**src/rtl/micro_core_if.sv**
```systemverilog
// micro_core_if: ROM fetch and RAM data req/ack buses of micro_core.
// master = core side, slave = memory side.
interface micro_core_if #(
    parameter int DATA_WIDTH = 8,
    parameter int ROM_ADDR_WIDTH = 10,
    parameter int RAM_ADDR_WIDTH = 8,
    parameter int OPW = 10
);
    logic rom_req;
    logic [ROM_ADDR_WIDTH-1:0] rom_addr;
    logic rom_ack;
    logic [OPW+3:0] rom_data;
    logic ram_req;
    logic ram_we;
    logic [RAM_ADDR_WIDTH-1:0] ram_addr;
    logic [DATA_WIDTH-1:0] ram_wdata;
    logic ram_ack;
    logic [DATA_WIDTH-1:0] ram_rdata;

    modport master (
        output rom_req, rom_addr, ram_req, ram_we, ram_addr, ram_wdata,
        input  rom_ack, rom_data, ram_ack, ram_rdata
    );

    modport slave (
        input  rom_req, rom_addr, ram_req, ram_we, ram_addr, ram_wdata,
        output rom_ack, rom_data, ram_ack, ram_rdata
    );
endinterface

```
**src/rtl/micro_core.sv**
```systemverilog
// micro_core: parametrised accumulator core with req/ack ROM and RAM buses.
// Define MICRO_WDT_EN to trap accesses stalled for WAIT_LIMIT cycles into ERROR.
module micro_core #(
    parameter int DATA_WIDTH = 8,
    parameter int ROM_ADDR_WIDTH = 10,
    parameter int RAM_ADDR_WIDTH = 8,
    parameter int OPW = 10,
    parameter int WAIT_LIMIT = 15
) (
    input  logic clk,
    input  logic arst,
    micro_core_if.master bus,
    output logic [DATA_WIDTH-1:0] acc,
    output logic [3:0] flags,
    output logic halted,
    output logic error
);
    localparam int DW = DATA_WIDTH;

    if (OPW < DATA_WIDTH || OPW < RAM_ADDR_WIDTH || OPW < ROM_ADDR_WIDTH || WAIT_LIMIT < 1)
        $error("micro_core: OPW too narrow or WAIT_LIMIT < 1");

    typedef enum logic [2:0] {FETCH, DECODE, READ, WRITE, EXEC, HALT, ERROR} state_t;
    state_t state, next;

    logic [1:0] sync;
    logic rst;
    logic [OPW+3:0] ir;
    logic [3:0] op;
    logic [OPW-1:0] operand;
    logic [ROM_ADDR_WIDTH-1:0] pc;
    logic [DW-1:0] ar, mbr, imm, b, res;
    logic [DW:0] sum, dif;
    logic [3:0] f;
    logic upd, cn, vn, take, waiting, expired;

    always_ff @(posedge clk or posedge arst)
        if (arst) sync <= 2'b11;
        else sync <= {sync[0], 1'b0};

    assign rst = arst | sync[1];
    assign op = ir[OPW+3:OPW];
    assign operand = ir[OPW-1:0];
    assign imm = operand[DW-1:0];
    assign waiting = (bus.rom_req & ~bus.rom_ack) | (bus.ram_req & ~bus.ram_ack);

`ifdef MICRO_WDT_EN
    localparam int CW = $clog2(WAIT_LIMIT + 2);
    logic [CW-1:0] cnt;

    // Leaving a wait state always passes a non-waiting cycle, so this also clears on entry.
    always_ff @(posedge clk or posedge arst)
        if (arst) cnt <= '0;
        else cnt <= waiting ? cnt + 1'b1 : '0;

    assign expired = cnt >= CW'(WAIT_LIMIT);
`else
    assign expired = 1'b0;
`endif

    always_comb begin
        next = state;
        case (state)
            FETCH:  next = bus.rom_ack ? DECODE : expired ? ERROR : FETCH;
            DECODE: next = op == 4'h3 ? WRITE :
                           (op == 4'h2 || (op >= 4'h4 && op <= 4'h8)) ? READ :
                           op == 4'hD ? HALT : op >= 4'hE ? ERROR : EXEC;
            READ:   next = bus.ram_ack ? EXEC : expired ? ERROR : READ;
            WRITE:  next = bus.ram_ack ? FETCH : expired ? ERROR : WRITE;
            EXEC:   next = FETCH;
            default: next = state;
        endcase
    end

    assign b = op == 4'h9 ? imm : mbr;
    assign sum = {1'b0, ar} + {1'b0, b};
    assign dif = {1'b0, ar} - {1'b0, b};
    assign take = op == 4'hA || (op == 4'hB && f[0]) || (op == 4'hC && f[1]);

    // f = {V,N,C,Z}; cn/vn default to held values so LD/LDI keep C and V
    always_comb begin
        res = ar;
        cn = f[1];
        vn = f[3];
        upd = 1'b1;
        case (op)
            4'h1: res = imm;
            4'h2: res = mbr;
            4'h4, 4'h9: begin
                res = sum[DW-1:0];
                cn = sum[DW];
                vn = ar[DW-1] == b[DW-1] && sum[DW-1] != ar[DW-1];
            end
            4'h5: begin
                res = dif[DW-1:0];
                cn = dif[DW];
                vn = ar[DW-1] != b[DW-1] && dif[DW-1] != ar[DW-1];
            end
            4'h6: begin res = ar & b; vn = 1'b0; end
            4'h7: begin res = ar | b; vn = 1'b0; end
            4'h8: begin res = ar ^ b; vn = 1'b0; end
            default: upd = 1'b0;
        endcase
    end

    // sync[1] only rises via arst, so holding state while it is set keeps everything at reset values.
    always_ff @(posedge clk or posedge arst)
        if (arst) begin
            state <= FETCH;
            pc <= '0;
            ir <= '0;
            mbr <= '0;
            ar <= '0;
            f <= '0;
        end else if (!sync[1]) begin
            state <= next;
            if (state == FETCH && bus.rom_ack) begin
                ir <= bus.rom_data;
                pc <= pc + 1'b1;
            end
            if (state == READ && bus.ram_ack) mbr <= bus.ram_rdata;
            if (state == EXEC && upd) begin
                ar <= res;
                f <= {vn, res[DW-1], cn, res == '0};
            end
            if (state == EXEC && take) pc <= operand[ROM_ADDR_WIDTH-1:0];
        end

    assign bus.rom_req = ~rst & (state == FETCH);
    assign bus.rom_addr = pc;
    assign bus.ram_req = ~rst & (state == READ || state == WRITE);
    assign bus.ram_we = state == WRITE;
    assign bus.ram_addr = operand[RAM_ADDR_WIDTH-1:0];
    assign bus.ram_wdata = ar;
    assign acc = ar;
    assign flags = f;
    assign halted = state == HALT;
    assign error = state == ERROR;
endmodule
```
**src/flat_wrapper.sv**
```systemverilog
// flat-port wrapper written by rule: the top's interface ports become plain ports
module micro_core_flat 
#(
    parameter int DATA_WIDTH = 8,
    parameter int ROM_ADDR_WIDTH = 10,
    parameter int RAM_ADDR_WIDTH = 8,
    parameter int OPW = 10,
    parameter int WAIT_LIMIT = 15
)
  (clk, arst, acc, flags, halted, error, bus_rom_req, bus_rom_addr, bus_ram_req, bus_ram_we, bus_ram_addr, bus_ram_wdata, bus_rom_ack, bus_rom_data, bus_ram_ack, bus_ram_rdata);
  micro_core_if #(.DATA_WIDTH(DATA_WIDTH), .ROM_ADDR_WIDTH(ROM_ADDR_WIDTH), .RAM_ADDR_WIDTH(RAM_ADDR_WIDTH), .OPW(OPW)) bus_i ();
  input  logic clk;
  input  logic arst;
  output logic [DATA_WIDTH-1:0] acc;
  output logic [3:0] flags;
  output logic halted;
  output logic error;
  output wire logic [$bits(bus_i.rom_req)-1:0] bus_rom_req;
  output wire logic [$bits(bus_i.rom_addr)-1:0] bus_rom_addr;
  output wire logic [$bits(bus_i.ram_req)-1:0] bus_ram_req;
  output wire logic [$bits(bus_i.ram_we)-1:0] bus_ram_we;
  output wire logic [$bits(bus_i.ram_addr)-1:0] bus_ram_addr;
  output wire logic [$bits(bus_i.ram_wdata)-1:0] bus_ram_wdata;
  input wire logic [$bits(bus_i.rom_ack)-1:0] bus_rom_ack;
  input wire logic [$bits(bus_i.rom_data)-1:0] bus_rom_data;
  input wire logic [$bits(bus_i.ram_ack)-1:0] bus_ram_ack;
  input wire logic [$bits(bus_i.ram_rdata)-1:0] bus_ram_rdata;
  assign bus_rom_req = bus_i.rom_req;
  assign bus_rom_addr = bus_i.rom_addr;
  assign bus_ram_req = bus_i.ram_req;
  assign bus_ram_we = bus_i.ram_we;
  assign bus_ram_addr = bus_i.ram_addr;
  assign bus_ram_wdata = bus_i.ram_wdata;
  assign bus_i.rom_ack = bus_rom_ack;
  assign bus_i.rom_data = bus_rom_data;
  assign bus_i.ram_ack = bus_ram_ack;
  assign bus_i.ram_rdata = bus_ram_rdata;
  micro_core #(.DATA_WIDTH(DATA_WIDTH), .ROM_ADDR_WIDTH(ROM_ADDR_WIDTH), .RAM_ADDR_WIDTH(RAM_ADDR_WIDTH), .OPW(OPW), .WAIT_LIMIT(WAIT_LIMIT)) u_core (.clk(clk), .arst(arst), .bus(bus_i), .acc(acc), .flags(flags), .halted(halted), .error(error));
endmodule
```
**config.mk**
```make
export PLATFORM = sky130hd
export DESIGN_NAME = micro_core_flat
export DESIGN_NICKNAME = d
export VERILOG_FILES = /design/src/rtl/micro_core_if.sv /design/src/rtl/micro_core.sv /design/src/flat_wrapper.sv
export SDC_FILE = /design/constraint.sdc
export NUM_CORES = 1
export LEC_CHECK = 0
export BUFFER_PORTS_ARGS = -buffer_cell sky130_fd_sc_hd__buf_2
export CORE_MARGIN = 1.5
export CORE_UTILIZATION = 62
export CTS_CLUSTER_SIZE = 24
export DETAILED_ROUTE_END_ITERATION = 8
export PLACE_DENSITY_LB_ADDON = 0.12
export SETUP_SLACK_MARGIN = 0.5
export SKIP_LAST_GASP = 1
export SLEW_MARGIN = 5
export SYNTH_ARGS = -nofsm -noshare
export SYNTH_HDL_FRONTEND = slang
export SYNTH_SLANG_ARGS = --single-unit
```
**constraint.sdc**
```tcl
create_clock -name clk -period 6.97 [get_ports clk]
set_input_delay 0.3485 -clock clk [delete_from_list [all_inputs] [get_ports clk]]
set_output_delay 0.3485 -clock clk [all_outputs]
set_load 0.01 [all_outputs]
```
==> flow_summary.yaml, run 1 <==
final_layout:
  area_growth_pct: 8.45
  diodes: 0
  fin_area_sq_mm: 0.00425
  final_cell_mix: "buf_2, dfrtp_1, a21oi_1, nand2_1, mux2_2"
  drive_above_1_share_pct: 25.9
  final_common_cell: "buf_2"
  design.final.nets: 535
sta:
  rsz0062_at_grt: "no"
  fin_crit_sh_pct: 63.3
  min_period_ns: 4.41
  final_hold_viol_count: 0
  skew_ns: 0.0112
  finalSetupViolations: 0
  worst_hold_slack_ns: 0.263
  fin_setup_tns_ns: 0
  drv_slew: 0
  slew_headroom_pct: 34.1
  fmax_mhz: 227
  worstMarginPinSlew_ns: 0.988
placement:
  gp_congestion: 0.943
  placed_area_sq_mm: 0.00413
  portBuffers: 68
  dp_hpwl_um: 7310
min_path:
  holdCritStartpoint: "bus_ram_rdata[4]"
  min_path_type: "primary input to flip-flop"
  hold_depth: 2
  min_to: "u_core.mbr[4]$_DFFE_PP0P_"
route:
  vias: 3556
  dr.pass1.iters: 6
  postRouteWirelength_um: 10100
  postRouteAntennaNets: 0
  drt-wirelength-per-cell_um: 18.1
  drt_iter0_markers: 345
  drc: 0
  vias_per_cell: 6.37
grt:
  grt_pass1_vias: 3111
  grt_max_degree: 50
  grt_antenna_before_repair: 0
  track_usage_pct: 30.9
  grt_pass1_wl_um: 15800
  grt-ovfl-total: 0
setup_path:
  reg2reg_depth: 12
  cp.arrival_ns: 4.64
  worstSetupPathType: "flip-flop to flip-flop"
  rrSetupSlack_ns: 2.56
  cp-end-kind: "flip-flop"
  rr_endpoint: "u_core.flags[0]$_DFFE_PP0P_"
  cp_max_fo: 30
  start_kind: "flip-flop"
  critPathRequiredTime_ns: 7.20
  r2r-start: "u_core.ir[10]$_DFFE_PP0P_"
logic_synthesis:
  netlist_area_sq_mm: 0.00392
  synthXorXnorAreaFrac_pct: 0.447
  synth-main-ff-cell: "dfrtp_1"
  syn-num-nets: 501
  synth-compound-area-share_pct: 24.1
  netlist_instances: 448
  synth_warnings: 0
  yosysTopAreaCell: "dfrtp_1"
  async_flop_share_pct: 100
  synth_edf_count: 0
  synthMuxAreaShare_pct: 9.67
  synth.distinct_cells: 67
  synth_seq_cells: 48
  synth_top_family_by_area: "compound AO/OA/AOI/OAI gates"
  yosys.area_share.simple_pct: 16.7
  synth_area_leaders: "dfrtp_1, mux2_2, ha_1, a21oi_1, o21ai_0"
  ys_seq_area_share_pct: 30.7
  synth_area_per_cell_sq_um: 8.76
  synth_top_area_share_pct: 29.3
  synth_fa_ha_area_share_pct: 9.00
floorplanning:
  die_area_sq_mm: 0.00681
  die-width_um: 82.5
  core_area_sq_mm: 0.00603
  die_y_um: 82.5
  start_util_pct: 65.1
  num_rows: 28
  pin_count: 69
pwr:
  finalPower_mw: 0.513
  leakage_nw: 2.08
  irDropWorstVdd_v: 0.000109
  p_per_area_mw_per_mm2: 121
cts:
  numCtsBuffers: 5
  ctsResizeCount: 0
  clock_path_buffers: 2
  root_buffer: "clkbuf_8"
  clock_sinks: 48
  cts_tree: "built"
  clkTransAtPathRegs_ns: 0.10
  insertion_delay_ns: 0.31
  cts_hold_buf: 0
  postCtsSetupBuffers: 0
  cts.htree.levels: 2
status:
  status: "completed"
flow_run:
  maxCapViolCount: 0
Yosys cell counts, types with 4 or more instances:
library cell	count
inv_1	31
ha_1	25
o2111ai_1	5
a21o_1	5
nand2b_1	4
a221oi_1	4
o221ai_1	6
nor3_1	6
buf_4	17
o22ai_1	6
nor2_1	19
o211a_1	4
dfrtp_1	46
and3_1	9
o21bai_1	4
nand2_1	35
buf_2	7
nand3_1	23
mux2_2	31
nor2b_1	10
o21ai_0	30
clkbuf_1	16
a21oi_1	35
layout make-up:
type / count / area, sq um
clock buffers: 6 / 82.6
clock inverters: 2 / 38.8
fillers: 482 / 1770
inverters: 31 / 116
multi-input cells: 325 / 2360
flip-flops and latches: 48 / 1200
well taps: 75 / 93.8
repair buffers: 71 / 363
sequential cells by signal (all words and copies together) (netlist names):
| signal | count |
|---|---|
| u_core.state | 3 |
| u_core.sync | 2 |
| u_core.acc | 7 |
| u_core.ir | 14 |
| u_core.bus.rom_addr | 10 |
| u_core.mbr | 8 |
| u_core.flags | 4 |
worst max-delay path by stage:
stage | start | endpoint | slack (ns) | cells past startpoint
global placement | u_core.ir[10]$_DFFE_PP0P_ | u_core.flags[0]$_DFFE_PP0P_ | 2.77 | 12
floorplan | u_core.ir[11]$_DFFE_PP0P_ | u_core.flags[0]$_DFFE_PP0P_ | 3.33 | 14
CTS | u_core.ir[10]$_DFFE_PP0P_ | u_core.flags[0]$_DFFE_PP0P_ | 2.64 | 12
global route | u_core.ir[10]$_DFFE_PP0P_ | u_core.flags[0]$_DFFE_PP0P_ | 2.24 | 12
detailed placement | u_core.ir[10]$_DFFE_PP0P_ | u_core.flags[0]$_DFFE_PP0P_ | 2.66 | 12
finish | u_core.ir[10]$_DFFE_PP0P_ | u_core.flags[0]$_DFFE_PP0P_ | 2.56 | 12
report_power, final:
group / internal, mW / total (mW) / leakage [nW] / switching (mW)
Sequential: 0.279 / 0.280 / 0.643 / 0.000580
Combinational: 0.00510 / 0.0126 / 1.37 / 0.00752
Clock: 0.118 / 0.221 / 0.0614 / 0.103
metal layers:
layer | up-vias | track usage, % | part of all wire [%]
li1 | 1672 | - | -
met1 | 1668 | 43.4 | 45
met2 | 188 | 48.3 | 45
met3 | 28 | 4.95 | 7.8
met4 | 0 | 9.83 | 2.5
met5 | - | 0 | 0
critical path: stages (launching register included):
cell and delay (ns):
dfrtp_1 0.96, nor4bb_2 0.33, buf_4 0.25, mux2_2 0.37, inv_1 0.16, ha_1 0.29, nor3_1 0.29, o311a_1 0.32
o41ai_4 0.10, a221oi_1 0.37, o221ai_2 0.16, o41a_1 0.48, o31ai_2 0.24
cells by family (layout without fill, tap and decap cells):
kind of cell / count (synthesis) / after routing
AO/OA/AOI/OAI: 134 / 134
XOR/XNOR: 2 / 2
adder cells (fa/ha/maj): 27 / 27
buffers and inverters: 75 / 110
flip-flops: 48 / 48
multiplexers: 34 / 34
other: 1 / 1
AND/OR/NAND/NOR: 127 / 127
per-stage QoR:
step	utilization (%)	instances	worst slack, ns
2_1_floorplan	-	448	3.33
4_1_cts	70.6	558	2.64
3_5_place_dp	68.6	550	2.66
5_1_grt	70.6	558	2.24
3_3_place_gp	68.6	550	2.77
6_report	70.6	558	2.56
Power figures use the tool's default switching activity.
==> run 2: changes to the inputs <==
ABC_AREA = 1   (was unset)
CORE_UTILIZATION = 57   (was 62)
clock period = 4.4 ns   (was 6.97 ns; I/O delays follow)
==> flow_summary.yaml, run 2 <==
status:
  status: "completed"
grt:
  grt-ovfl-total: 0
  grt_antenna_before_repair: 1
  grt_pass1_wl_um: 17100
  grt_max_degree: 49
  track_usage_pct: 29.5
  grt_pass1_vias: 3640
logic_synthesis:
  synth_area_leaders: "dfrtp_1, nand2_1, ha_1, o21ai_0, inv_1"
  netlist_area_sq_mm: 0.00390
  ys_seq_area_share_pct: 30.8
  synth.distinct_cells: 38
  netlist_instances: 585
  syn-num-nets: 638
  synthTopCellsByCount: "nand2_1, inv_1, o21ai_0"
  synth_warnings: 0
  synth_top_area_share_pct: 29.5
  synth_seq_cells: 48
  synth_edf_count: 0
  yosys.cell_count.top_type: "nand2_1"
  yosysTopAreaCell: "dfrtp_1"
  synth_area_per_cell_sq_um: 6.67
  async_flop_share_pct: 100
  synth-main-ff-cell: "dfrtp_1"
final_layout:
  largest_reg_flops: 14
  area_growth_pct: 10.0
  diodes: 0
  design.final.nets: 686
  final_cell_mix: "nand2_1, inv_1, buf_2"
  multiInputGateArea_sq_mm: 0.00223
  final_common_cell: "nand2_1"
  regArea_sq_mm: 0.00120
  largest-register: "u_core.ir"
  drive_above_1_share_pct: 16.7
  n_fill_cell: 618
  fin_area_sq_mm: 0.00429
setup_path:
  start_kind: "flip-flop"
  r2r-start: "u_core.ir[13]$_DFFE_PP0P_"
  rr_endpoint: "u_core.flags[0]$_DFFE_PP0P_"
  worstSetupPathType: "flip-flop to flip-flop"
  reg2reg_depth: 18
  critPathRequiredTime_ns: 4.65
  crit_start: "u_core.ir[13]$_DFFE_PP0P_"
  cp_max_fo: 18
  crit_end: "u_core.flags[0]$_DFFE_PP0P_"
  cp.arrival_ns: 3.46
  rrSetupSlack_ns: 1.19
  cp-end-kind: "flip-flop"
sta:
  fin_setup_tns_ns: 0
  skew_ns: 0.0157
  drv_slew: 0
  final_hold_viol_count: 0
  worstMarginPinSlew_ns: 1.02
  fin_crit_sh_pct: 73.1
  fmax_mhz: 311
  min_period_ns: 3.21
  slew_headroom_pct: 32.2
  finalSetupViolations: 0
  rsz0062_at_grt: "no"
floorplanning:
  start_util_pct: 60.1
  die-width_um: 85.7
  die_y_um: 85.7
  num_rows: 29
  core_area_sq_mm: 0.00649
  die_area_sq_mm: 0.00735
  pin_count: 69
placement:
  gp_congestion: 0.964
  placed_area_sq_mm: 0.00417
  dp_hpwl_um: 8100
  portBuffers: 68
pwr:
  power.share.clock_pct: 37.5
  switching_share_pct: 27.4
  p_int_mw: 0.674
  leakage_nw: 2.35
  netSwitchingPower_mw: 0.254
  p_comb_share_pct: 12.9
  irDropWorstVdd_v: 0.000147
  p_per_area_mw_per_mm2: 216
  power_frac_seq_pct: 49.6
cts:
  clock_path_buffers: 2
  clkTransAtPathRegs_ns: 0.11
  cts_tree: "built"
  insertion_delay_ns: 0.31
  numCtsBuffers: 5
  cts_hold_buf: 0
  ctsResizeCount: 0
  postCtsSetupBuffers: 0
  clock_sinks: 48
  cts.htree.levels: 2
  root_buffer: "clkbuf_8"
route:
  postRouteAntennaNets: 0
  dr.pass1.iters: 5
  vias_per_cell: 5.55
  drt-wirelength-per-cell_um: 14.6
  drt_iter0_markers: 271
  postRouteWirelength_um: 10400
  drc: 0
  vias: 3944
min_path:
  min_path_type: "primary input to flip-flop"
flow_run:
  maxCapViolCount: 0
run 2: cell count changes after synthesis, sizes merged, moves of 9 or more:
cell / change
mux2: -24
nand2: +143
inv: +48
and3: -9
nand3: +20
nor2b: -10
a21oi: -11
o21ai: +28
nor2: +41
clkbuf: -10
run 2: per-layer routing:
metal  wire (um)  share of wire, %  vias to the layer above  global-route usage [%]
met5           0                 0                        -                       0
met4         181               1.7                        0                    8.06
met3         774               7.4                       18                    5.00
met2        4740                46                      157                    48.5
met1        4720                45                     1812                    40.3
li1            -                 -                     1957                       -
run 2: cell type report:
type	count	area share [%]
multi-input combinational	430	51.9
clock buffer	6	1.92
tap	77	2.24
timing repair buffer	69	8.10
clock inverter	2	0.904
inverter	79	6.91
sequential	48	28.0
run 2: worst min-delay path by stage:
stage / from / to / slack (ns) / cells past startpoint
after floorplan: bus_rom_data[8] / u_core.ir[8]$_DFFE_PP0P_ / 0.34 / 2
after global placement: u_core.sync[0]$_DFF_PP1_ / u_core.sync[1]$_DFF_PP1_ / 0.35 / 0
after detailed placement: u_core.sync[0]$_DFF_PP1_ / u_core.sync[1]$_DFF_PP1_ / 0.35 / 0
after CTS: bus_rom_data[11] / u_core.ir[11]$_DFFE_PP0P_ / 0.11 / 3
after global routing: bus_rom_data[11] / u_core.ir[11]$_DFFE_PP0P_ / 0.12 / 3
final: bus_rom_data[13] / u_core.ir[13]$_DFFE_PP0P_ / 0.12 / 3
run 2: worst max-delay path, cell delays in order, from the launching register on:
cell	delay (ns)
dfrtp_1	0.45
inv_1	0.12
nor2_2	0.17
nand2_2	0.23
o21ai_0	0.40
ha_1	0.28
inv_1	0.06
fa_1	0.40
inv_1	0.07
nand2_1	0.07
nand2_1	0.11
nand3_1	0.09
nand3_1	0.09
nand4_1	0.09
nand2_1	0.11
nand2_1	0.06
nor2_1	0.17
nand3_1	0.09
nand2_1	0.07
run 2: per-stage QoR:
step	hold slack [ns]	total power [mW]	utilization [%]	worst slack [ns]	instances
final	0.117	0.927	66.1	1.19	711
after detailed placement	0.349	0.587	64.2	1.32	703
after global placement	0.346	0.586	64.2	1.34	703
after floorplan	0.337	0.550	-	1.74	585
after CTS	0.110	0.935	66.1	1.27	711
after global routing	0.117	0.966	66.1	0.858	711
run 2: kinds of logic after synthesis:
kind of cell,after synthesis,share of synthesized area [%]
and+or+nand+nor,300,33.0
buffers and inverters,107,12.1
AOI/OAI and AO/OA,93,12.4
DFF,48,30.8
adders and majority gates,27,9.04
muxes,7,2.12
xor gates and xnor gates,2,0.449
other,1,0.0961
run 2: power groups by stage:
| stage | Clock [mW] | Combinational (mW) | Sequential (mW) |
|---|---|---|---|
| 2_1_floorplan | 0 | 0.0838 | 0.466 |
| 3_3_place_gp | 0 | 0.118 | 0.468 |
| 3_5_place_dp | 0 | 0.118 | 0.468 |
| 4_1_cts | 0.356 | 0.119 | 0.460 |
| 5_1_grt | 0.371 | 0.134 | 0.461 |
| 6_report | 0.348 | 0.119 | 0.460 |
